<file path="config.mk">
export PLATFORM = sky130hd
export DESIGN_NAME = piso_tx
export DESIGN_NICKNAME = d
export VERILOG_FILES = /design/src/rtl/piso_pkg.sv /design/src/rtl/piso_hold.sv /design/src/rtl/piso_tx.sv
export SDC_FILE = /design/constraint.sdc
export NUM_CORES = 1
export LEC_CHECK = 0
export BUFFER_PORTS_ARGS = -buffer_cell sky130_fd_sc_hd__buf_4
export CORE_UTILIZATION = 52
export DETAILED_ROUTE_END_ITERATION = 6
export PLACE_DENSITY = 0.75
export SETUP_SLACK_MARGIN = 0.2
export SLEW_MARGIN = 20
export SYNTH_ARGS = -nofsm -noshare
export SYNTH_HDL_FRONTEND = slang
export SYNTH_SLANG_ARGS = --single-unit
</file>
<file path="constraint.sdc">
create_clock -name clk -period 1.75 [get_ports clk]
set_input_delay 0.0875 -clock clk [delete_from_list [all_inputs] [get_ports clk]]
set_output_delay 0.0875 -clock clk [all_outputs]
set_load 0.005 [all_outputs]
</file>
<file path="src/rtl/piso_pkg.sv">
// Shared definitions for the parallel-in / serial-out transmitter:
// FSM state encoding, the default word width and the bit-counter width rule.
package piso_pkg;

    typedef enum logic {
        IDLE  = 1'b0,
        SHIFT = 1'b1
    } state_t;

    localparam int WIDE_DEFAULT = 4;
    localparam int WIDE_MIN     = 2;
    localparam int WIDE_MAX     = 32;

    // Width of the bit counter: clog2 of the word width, never below one bit.
    function automatic int cnt_width(input int wide);
        return (wide <= 2) ? 1 : $clog2(wide);
    endfunction

endpackage

</file>
<file path="src/rtl/piso_hold.sv">
// Single-entry holding register. Parks the next word while the current one
// is still being shifted out, so the transmitter can run back-to-back.
module piso_hold
    import piso_pkg::*;
#(
    parameter int WIDE = WIDE_DEFAULT
) (
    input  logic            clk,
    input  logic            reset_n,
    input  logic            wr,
    input  logic            rd,
    input  logic [WIDE-1:0] d,
    output logic [WIDE-1:0] q,
    output logic            full
);

    // Capture a word on wr; release the slot when the shifter takes it on rd.
    always_ff @(posedge clk or negedge reset_n) begin
        if (!reset_n) begin
            // NOTE: the data word is cleared as well, so a reset mid-transfer
            // leaves no stale word that could leak out after release.
            q    <= '0;
            full <= 1'b0;
        end else begin
            // NOTE: sequential state always uses <=, so every flop samples the
            // pre-edge value of its neighbours regardless of statement order.
            if (wr) begin
                q <= d;
            end
            if (wr) begin
                full <= 1'b1;
            end else if (rd) begin
                full <= 1'b0;
            end
        end
    end

endmodule

</file>
<file path="src/rtl/piso_tx.sv">
// Parallel-in / serial-out transmitter. Accepts a word on a valid/ready
// handshake and shifts it out one bit per clock on go, qualified by go_valid.
// A one-word holding register (piso_hold) lets the next word follow with no
// idle bit; when the holding slot is empty, a word offered during the last bit
// of the current one bypasses it and goes straight into the shift register.
module piso_tx
    import piso_pkg::*;
#(
    parameter int WIDE      = WIDE_DEFAULT,
    parameter int MSB_FIRST = 1
) (
    input  logic            clk,
    input  logic            reset_n,
    input  logic            load_valid,
    input  logic [WIDE-1:0] din,
    output logic            load_ready,
    output logic            go,
    output logic            go_valid,
    output logic            word_done,
    output logic            busy
);

    localparam int            CW       = cnt_width(WIDE);
    localparam logic [CW-1:0] LAST_CNT = CW'(WIDE - 1);

    if (WIDE < WIDE_MIN || WIDE > WIDE_MAX) begin : g_bad_wide
        $error("piso_tx: WIDE must lie between 2 and 32");
    end

    state_t          state;
    logic [CW-1:0]   bit_cnt;
    logic [WIDE-1:0] shreg;
    logic [WIDE-1:0] shreg_next;
    logic            head_bit;

    logic [WIDE-1:0] hold_q;
    logic            hold_full;
    logic            hold_wr;
    logic            hold_rd;

    logic            accept;
    logic            last_bit;

    // Handshake and cycle qualifiers, all decoded from registered state.
    // load_ready depends only on hold_full, never on load_valid.
    assign load_ready = ~hold_full;
    assign accept     = load_valid & load_ready;
    assign last_bit   = (state == SHIFT) && (bit_cnt == LAST_CNT);

    // A word accepted mid-word is parked; during the last bit an empty slot
    // means the word bypasses the holding register entirely.
    assign hold_wr = accept && (state == SHIFT) && !last_bit;
    assign hold_rd = last_bit && hold_full;

    // Serial order: pick the outgoing bit and the shifted-down register.
    always_comb begin
        // NOTE: every signal driven here gets a value on every path, which
        // keeps the block purely combinational (no latch).
        shreg_next = shreg;
        head_bit   = 1'b0;
        if (MSB_FIRST != 0) begin
            head_bit   = shreg[WIDE-1];
            shreg_next = {shreg[WIDE-2:0], 1'b0};
        end else begin
            head_bit   = shreg[0];
            shreg_next = {1'b0, shreg[WIDE-1:1]};
        end
    end

    // Outputs are decodes of flops only; go is forced low outside SHIFT.
    assign go        = (state == SHIFT) & head_bit;
    assign go_valid  = (state == SHIFT);
    assign word_done = last_bit;
    assign busy      = (state == SHIFT) | hold_full;

    // FSM, shift register and bit counter.
    always_ff @(posedge clk or negedge reset_n) begin
        if (!reset_n) begin
            state   <= IDLE;
            bit_cnt <= '0;
            shreg   <= '0;
        end else begin
            case (state)
                IDLE: begin
                    if (accept) begin
                        shreg   <= din;
                        bit_cnt <= '0;
                        state   <= SHIFT;
                    end
                end
                SHIFT: begin
                    if (last_bit) begin
                        bit_cnt <= '0;
                        if (hold_full) begin
                            // Parked word follows with no gap.
                            shreg <= hold_q;
                        end else if (accept) begin
                            // Bypass: word offered on the last bit goes straight in.
                            shreg <= din;
                        end else begin
                            shreg <= shreg_next;
                            state <= IDLE;
                        end
                    end else begin
                        shreg   <= shreg_next;
                        bit_cnt <= bit_cnt + CW'(1);
                    end
                end
                default: begin
                    state <= IDLE;
                end
            endcase
        end
    end

    piso_hold #(
        .WIDE (WIDE)
    ) u_hold (
        .clk     (clk),
        .reset_n (reset_n),
        .wr      (hold_wr),
        .rd      (hold_rd),
        .d       (din),
        .q       (hold_q),
        .full    (hold_full)
    );

    // The holding slot is never overwritten while occupied.
    a_no_overwrite: assert property (@(posedge clk) disable iff (!reset_n)
        !(hold_wr && hold_full));

    // A parked word only exists while a word is being shifted.
    a_hold_only_in_shift: assert property (@(posedge clk) disable iff (!reset_n)
        hold_full |-> (state == SHIFT));

endmodule

</file>
==> flow_summary.ini, run 1 <==
[status]
status = completed

[logic_synthesis]
synth_top_family_by_area = simple AND/OR/NAND/NOR gates
synthTopCellsByArea = dfrtp_1, mux2_1, buf_6
ys_types = 25
seq_area_frac_synth = 0.443
synth-seq-cells = 12
avgSynthCellArea_sq_um = 10.3
syn_nets = 74
synth_compound_area_frac = 0.146
syn_area_sq_um = 678
syn_inst = 66
yosys.area_share.simple = 0.234
yosysWarningCount = 0
synth-xor-area-share = 0
synth_mux_area_frac = 0.0812
synth_fa_ha_area_frac = 0.0185
synth_top_cell_by_area = dfrtp_1
synth_top_cell_area_share = 0.443

[route]
wl_met1_microns = 633
vias = 504
drt-initial-drc-count = 9
firstDrtPassIters = 4
antenna_left = 0
drc = 0
dr_wl_met3_microns = 39
wirelength_mm = 1.23
vias_per_cell = 5.36
wl_met2_microns = 507
post_drt_wl_per_cell_microns = 13.1
dr.max_layer_used = met4

[timing]
finClkSkew_ps = 1.73
finalHoldViolCount = 0
period_share = 0.838
fin_ws_ps = 283
worstMarginPinSlew_ps = 329
slew_headroom = 0.781
fin_tns_setup_ps = 0
period_needed_ps = 1470
maxSlewViolCount = 0
finalSetupViolations = 0
timing.fmax_ghz = 0.682
rsz0062_at_grt = no

[critical_path]
required_ps = 1910
crit_path_end_kind = flop
crit_chain = ha_2 > nor2b_4 > and2_4 > mux2_1
start_kind = flop
critical_path_class = flop to flop
cp.arrival_ps = 1620
worst_path_largest_cell_delay_ps = 410
critPathMaxFanout = 10
crit_path_top_delay_cell = dfrtp_1

[global_route]
grt_pass1_wl_mm = 2.05
grt.total_usage = 0.224
antenna_found_initial = 0
grt_remaining_overflow = 0
grt_pass1_vias = 465
grt_max_degree = 14

[floorplanning]
ioPinCount = 12
rows = 12
core_sq_mm = 0.00116
dieWidth_microns = 38.1
start_util = 0.587
dieArea_sq_mm = 0.00145
die_h_microns = 38.1

[pwr]
p_per_area_mw_per_mm2 = 1720
p_leak_nw = 0.363
fin_total_pwr_mw = 1.38
irDropWorstVdd_mv = 0.924

[place]
dp_cells = 89
post-place-ws_ps = 224
gp_congestion = 0.814
io_buffers = 11
dp.final_hpwl_microns = 889

[cells_and_area]
insertedDiodeCount = 0
layout.nets = 89
final_cells = 94
drive_gt1_frac = 0.263
syn_to_final_growth_pct = 18.6
utilization = 0.696
n_fill_cell = 90

[clock_tree]
clk-insertion-delay-late_ps = 270
ctsHtreeMaxLevel = 1
numCtsBuffers = 3
cts.sinks = 12
cts_tree = yes
path_clk_slew_ps = 80
cts-root-buf = clkbuf_4
clock_path_buffers = 2

[min_path]
hp-class = primary input to flop

[job]
drv_cap = 0
metrics by stage:
stage / hold WS, ps / instance area [sq um]
2_1_floorplan: -208 / 678
3_3_place_gp: -67.3 / 756
3_5_place_dp: -66.0 / 756
4_1_cts: 40.8 / 802
5_1_grt: 40.8 / 805
6_report: 45.2 / 805
final cells by class:
| type | instances | area (sq um) | area share |
|---|---|---|---|
| Multi-Input combinational cell | 47 | 328 | 0.407 |
| Timing Repair Buffer | 15 | 115 | 0.143 |
| Tap cell | 14 | 17.5 | 0.0218 |
| Inverter | 2 | 7.51 | 0.00933 |
| Sequential cell | 12 | 300 | 0.373 |
| Clock buffer | 4 | 36.3 | 0.0451 |
critical path: cells and delay by family, from the launching register on:
family	cells	cell delay, ps
adders and majority gates	1	260
muxes	1	320
and+or+nand+nor	2	360
DFF	1	410
sequential cells by signal, indices dropped and copies added (netlist names):
| signal | cells |
|---|---|
| u_hold.q | 4 |
| go_valid | 1 |
| u_hold.full | 1 |
| shreg | 4 |
| bit_cnt | 2 |
where the power goes:
part,internal [mW],leakage [nW],switching (mW)
Clock,0.126,0.0210,0.0949
Sequential,0.412,0.144,0.114
Combinational,0.352,0.199,0.284
cells by family after synthesis:
kind of cell / Yosys count
compound gates: 15
fa+ha+maj: 1
buf+inv: 7
flops: 12
mux: 5
simple gates: 26
per-layer routing:
metal  vias to the layer above  track usage
li1                        263            -
met1                       226        0.301
met2                        11        0.288
met3                         4       0.0523
met4                         0        0.214
met5                         -            0
path summary, 6_finish.rpt:
check / startpoint / end / slack [ps] / depth (start not counted)
hold / removal: din[1] / u_hold.q[1]$_DFFE_PN0P_ / 50 / 2
setup / recovery: bit_cnt[0]$_DFFE_PN0P_ / u_hold.q[0]$_DFFE_PN0P_ / 280 / 4
setup reg to reg: bit_cnt[0]$_DFFE_PN0P_ / u_hold.q[0]$_DFFE_PN0P_ / 280 / 4
max in group asynchronous: reset_n / shreg[3]$_DFFE_PN0P_ / 1410 / 2
min in group asynchronous: reset_n / shreg[0]$_DFFE_PN0P_ / 190 / 2
hold reg to reg: u_hold.q[1]$_DFFE_PN0P_ / u_hold.q[1]$_DFFE_PN0P_ / 500 / 1
cell usage in the layout (no fill, tap or decap):
cell and n:
a32oi_1 1, o21ai_0 4, a31oi_1 3, a21oi_1 1, o22ai_1 1, mux2_1 4
dfrtp_1 12, nor3b_1 3, or3b_1 3, nor2b_4 1, mux2i_1 1, nor2b_1 1
o21ai_1 2, nand2b_1 4, nand2_1 8, buf_4 14, clkbuf_8 1, and2_1 2
a311o_1 3, dlygate4sd3_1 1, and2_4 1, ha_2 1, inv_1 2, nor2_1 2
clkbuf_4 3, or2_1 1
what timing repair did:
| action | CTS | global route |
|---|---|---|
| endpoints found under the setup margin | 0 | 5 |
| buffers inserted | 0 | 0 |
| hold buffers | 1 | 0 |
| endpoints found under the hold margin | 12 | 0 |
| resized for setup | 0 | 1 |
cell usage after synthesis (all sizes together):
| cell | instances |
|---|---|
| and2 | 3 |
| inv | 2 |
| or2 | 1 |
| a31oi | 3 |
| ha | 1 |
| nor3b | 3 |
| nor2 | 2 |
| a21oi | 1 |
| clkbuf | 1 |
| nand2b | 4 |
| o22ai | 1 |
| nand2 | 8 |
| or3b | 3 |
| buf | 4 |
| o21ai | 6 |
| a311o | 3 |
| mux2 | 4 |
| dfrtp | 12 |
| nor2b | 2 |
| a32oi | 1 |
| mux2i | 1 |
Power figures use the tool's default switching activity.
==> run 2, diff against run 1 <==
clock period = 1.4 ns   (was 1.75 ns; I/O delays follow)
==> run 2 against run 1 <==
Against the previous run:
- routed wire length is 9.2% higher
- clock power is 24% higher
- critical path depth stayed put
- combinational power is 62% higher
- maximum frequency is 12% higher
- register-to-register slack worse by 200 ps
- first-iteration DRC count is 44% lower
- die area stayed put
- critical path type unchanged
- critical endpoint is now u_hold.q[3]$_DFFE_PN0P_
- highest routed layer unchanged
==> flow_summary.ini, run 2 (synthesis results as in run 1) <==
[route]
wirelength_mm = 1.34
post_drt_wl_per_cell_microns = 13.3
drt-initial-drc-count = 5
drc = 0
vias_per_cell = 5.54
firstDrtPassIters = 4
vias = 560
antenna_left = 0

[timing]
fin_tns_setup_ps = 0
slew_headroom = 0.898
finalHoldViolCount = 0
worstMarginPinSlew_ps = 148
rsz0062_at_grt = yes
period_needed_ps = 1310
finClkSkew_ps = 5.92
finalSetupViolations = 0
maxSlewViolCount = 0
timing.fmax_ghz = 0.762
period_share = 0.937

[place]
gp_congestion = 0.767
io_buffers = 11
dp.final_hpwl_microns = 911

[floorplanning]
start_util = 0.587
die_h_microns = 38.1
rows = 12
core_sq_mm = 0.00116
dieWidth_microns = 38.1
dieArea_sq_mm = 0.00145
ioPinCount = 12

[clock_tree]
clock_path_buffers = 2
cts.sinks = 12
cts-root-buf = clkbuf_4
ctsHtreeMaxLevel = 1
path_clk_slew_ps = 80
clk-insertion-delay-late_ps = 270
cts_tree = yes
numCtsBuffers = 3

[global_route]
grt_pass1_wl_mm = 2.08
grt.total_usage = 0.220
grt_max_degree = 13
grt_pass1_vias = 483
grt_remaining_overflow = 0
antenna_found_initial = 0

[cells_and_area]
syn_to_final_growth_pct = 31.4
insertedDiodeCount = 0
drive_gt1_frac = 0.402
final_cell_mix = buf_4, dfrtp_1, nand2_1
final_common_cell = buf_4
top_regs = shreg (4), u_hold.q (4), bit_cnt (2)
layout.nets = 96

[critical_path]
critical_path_class = flop to flop
cp.arrival_ps = 1480
r2r_start = bit_cnt[1]$_DFFE_PN0P_
crit_chain = ha_4 > nor2b_4 > and2_4 > mux2_4
required_ps = 1560
worst_path_largest_cell_delay_ps = 410
start_kind = flop
cp-startpoint = bit_cnt[1]$_DFFE_PN0P_
cp_num_buf_inv = 0
cp_top_family = flip-flops
crit_path_end_kind = flop
critPathMaxFanout = 6
crit_path_top_delay_cell = dfrtp_1

[pwr]
fin_total_pwr_mw = 1.97
p_leak_nw = 0.412
p_per_area_mw_per_mm2 = 2210
irDropWorstVdd_mv = 1.09

[job]
drv_cap = 0

[min_path]
hp-class = primary input to flop
min_from = din[1]

[status]
status = completed
run 2: cell types whose count changed in the layout (fill, tap and decap cells not counted), moves of 2 or more:
cell	previous run	this run
buf_4	14	18
mux2_1	4	0
mux2_4	0	4
dfrtp_1	12	10
dfrtp_2	0	2
run 2: worst reg2reg max path, cell delays in order, from the launching register on:
cell     delay (ps)
dfrtp_1         410
ha_4            200
nor2b_4         110
and2_4          190
mux2_4          300
run 2: layout make-up:
cell class | count | area [sq um]
repair buffers | 22 | 166
well taps | 14 | 17.5
clock buffers | 4 | 36.3
inverters | 2 | 7.51
flip-flops and latches | 12 | 303
multi-input cells | 47 | 360
fillers | 73 | 265
run 2: worst paths after layout:
path                                                 to  slack (ps)  cells after the start
max in group asynchronous            go_valid$_DFF_PN0_        1060                      2
worst min-delay path            u_hold.q[1]$_DFFE_PN0P_          40                      2
worst max-delay path            u_hold.q[3]$_DFFE_PN0P_          90                      4
worst min register to register  u_hold.q[1]$_DFFE_PN0P_         530                      1
worst max register to register  u_hold.q[3]$_DFFE_PN0P_          90                      4
min in group asynchronous       u_hold.q[1]$_DFFE_PN0P_         170                      2
run 2: what timing repair did:
action / 4_1_cts / 5_1_grt
setup endpoints to repair: 10 / 12
hold endpoints to repair: 12 / 0
pin swaps: 1 / 1
buffers inserted: 5 / 0
resized for setup: 9 / 3
hold buffers: 1 / 0
run 2: layer usage:
metal	global-route usage	wire length, microns	vias up
li1	-	-	275
met1	0.291	660	266
met2	0.322	600	17
met3	0.0698	68	2
met4	0.107	14	0
met5	0	0	-
run 2: through the flow:
step / util / hold WS [ps] / instance area, sq um / std cells / setup WS [ps]
2_1_floorplan: - / -226 / 684 / 66 / 14.8
5_1_grt: 0.771 / 25.8 / 891 / 101 / 49.9
6_report: 0.771 / 35.1 / 891 / 101 / 87.6
3_5_place_dp: 0.669 / -82.9 / 773 / 91 / 22.6
4_1_cts: 0.762 / 31.6 / 881 / 101 / 84.6
3_3_place_gp: 0.669 / -84.6 / 773 / 91 / 51.8
run 2: power by group:
| group | total [mW] | switching (mW) | internal [mW] | leakage, nW |
|---|---|---|---|---|
| registers | 0.664 | 0.143 | 0.521 | 0.142 |
| logic | 1.03 | 0.417 | 0.614 | 0.249 |
| clock network | 0.275 | 0.117 | 0.158 | 0.0210 |
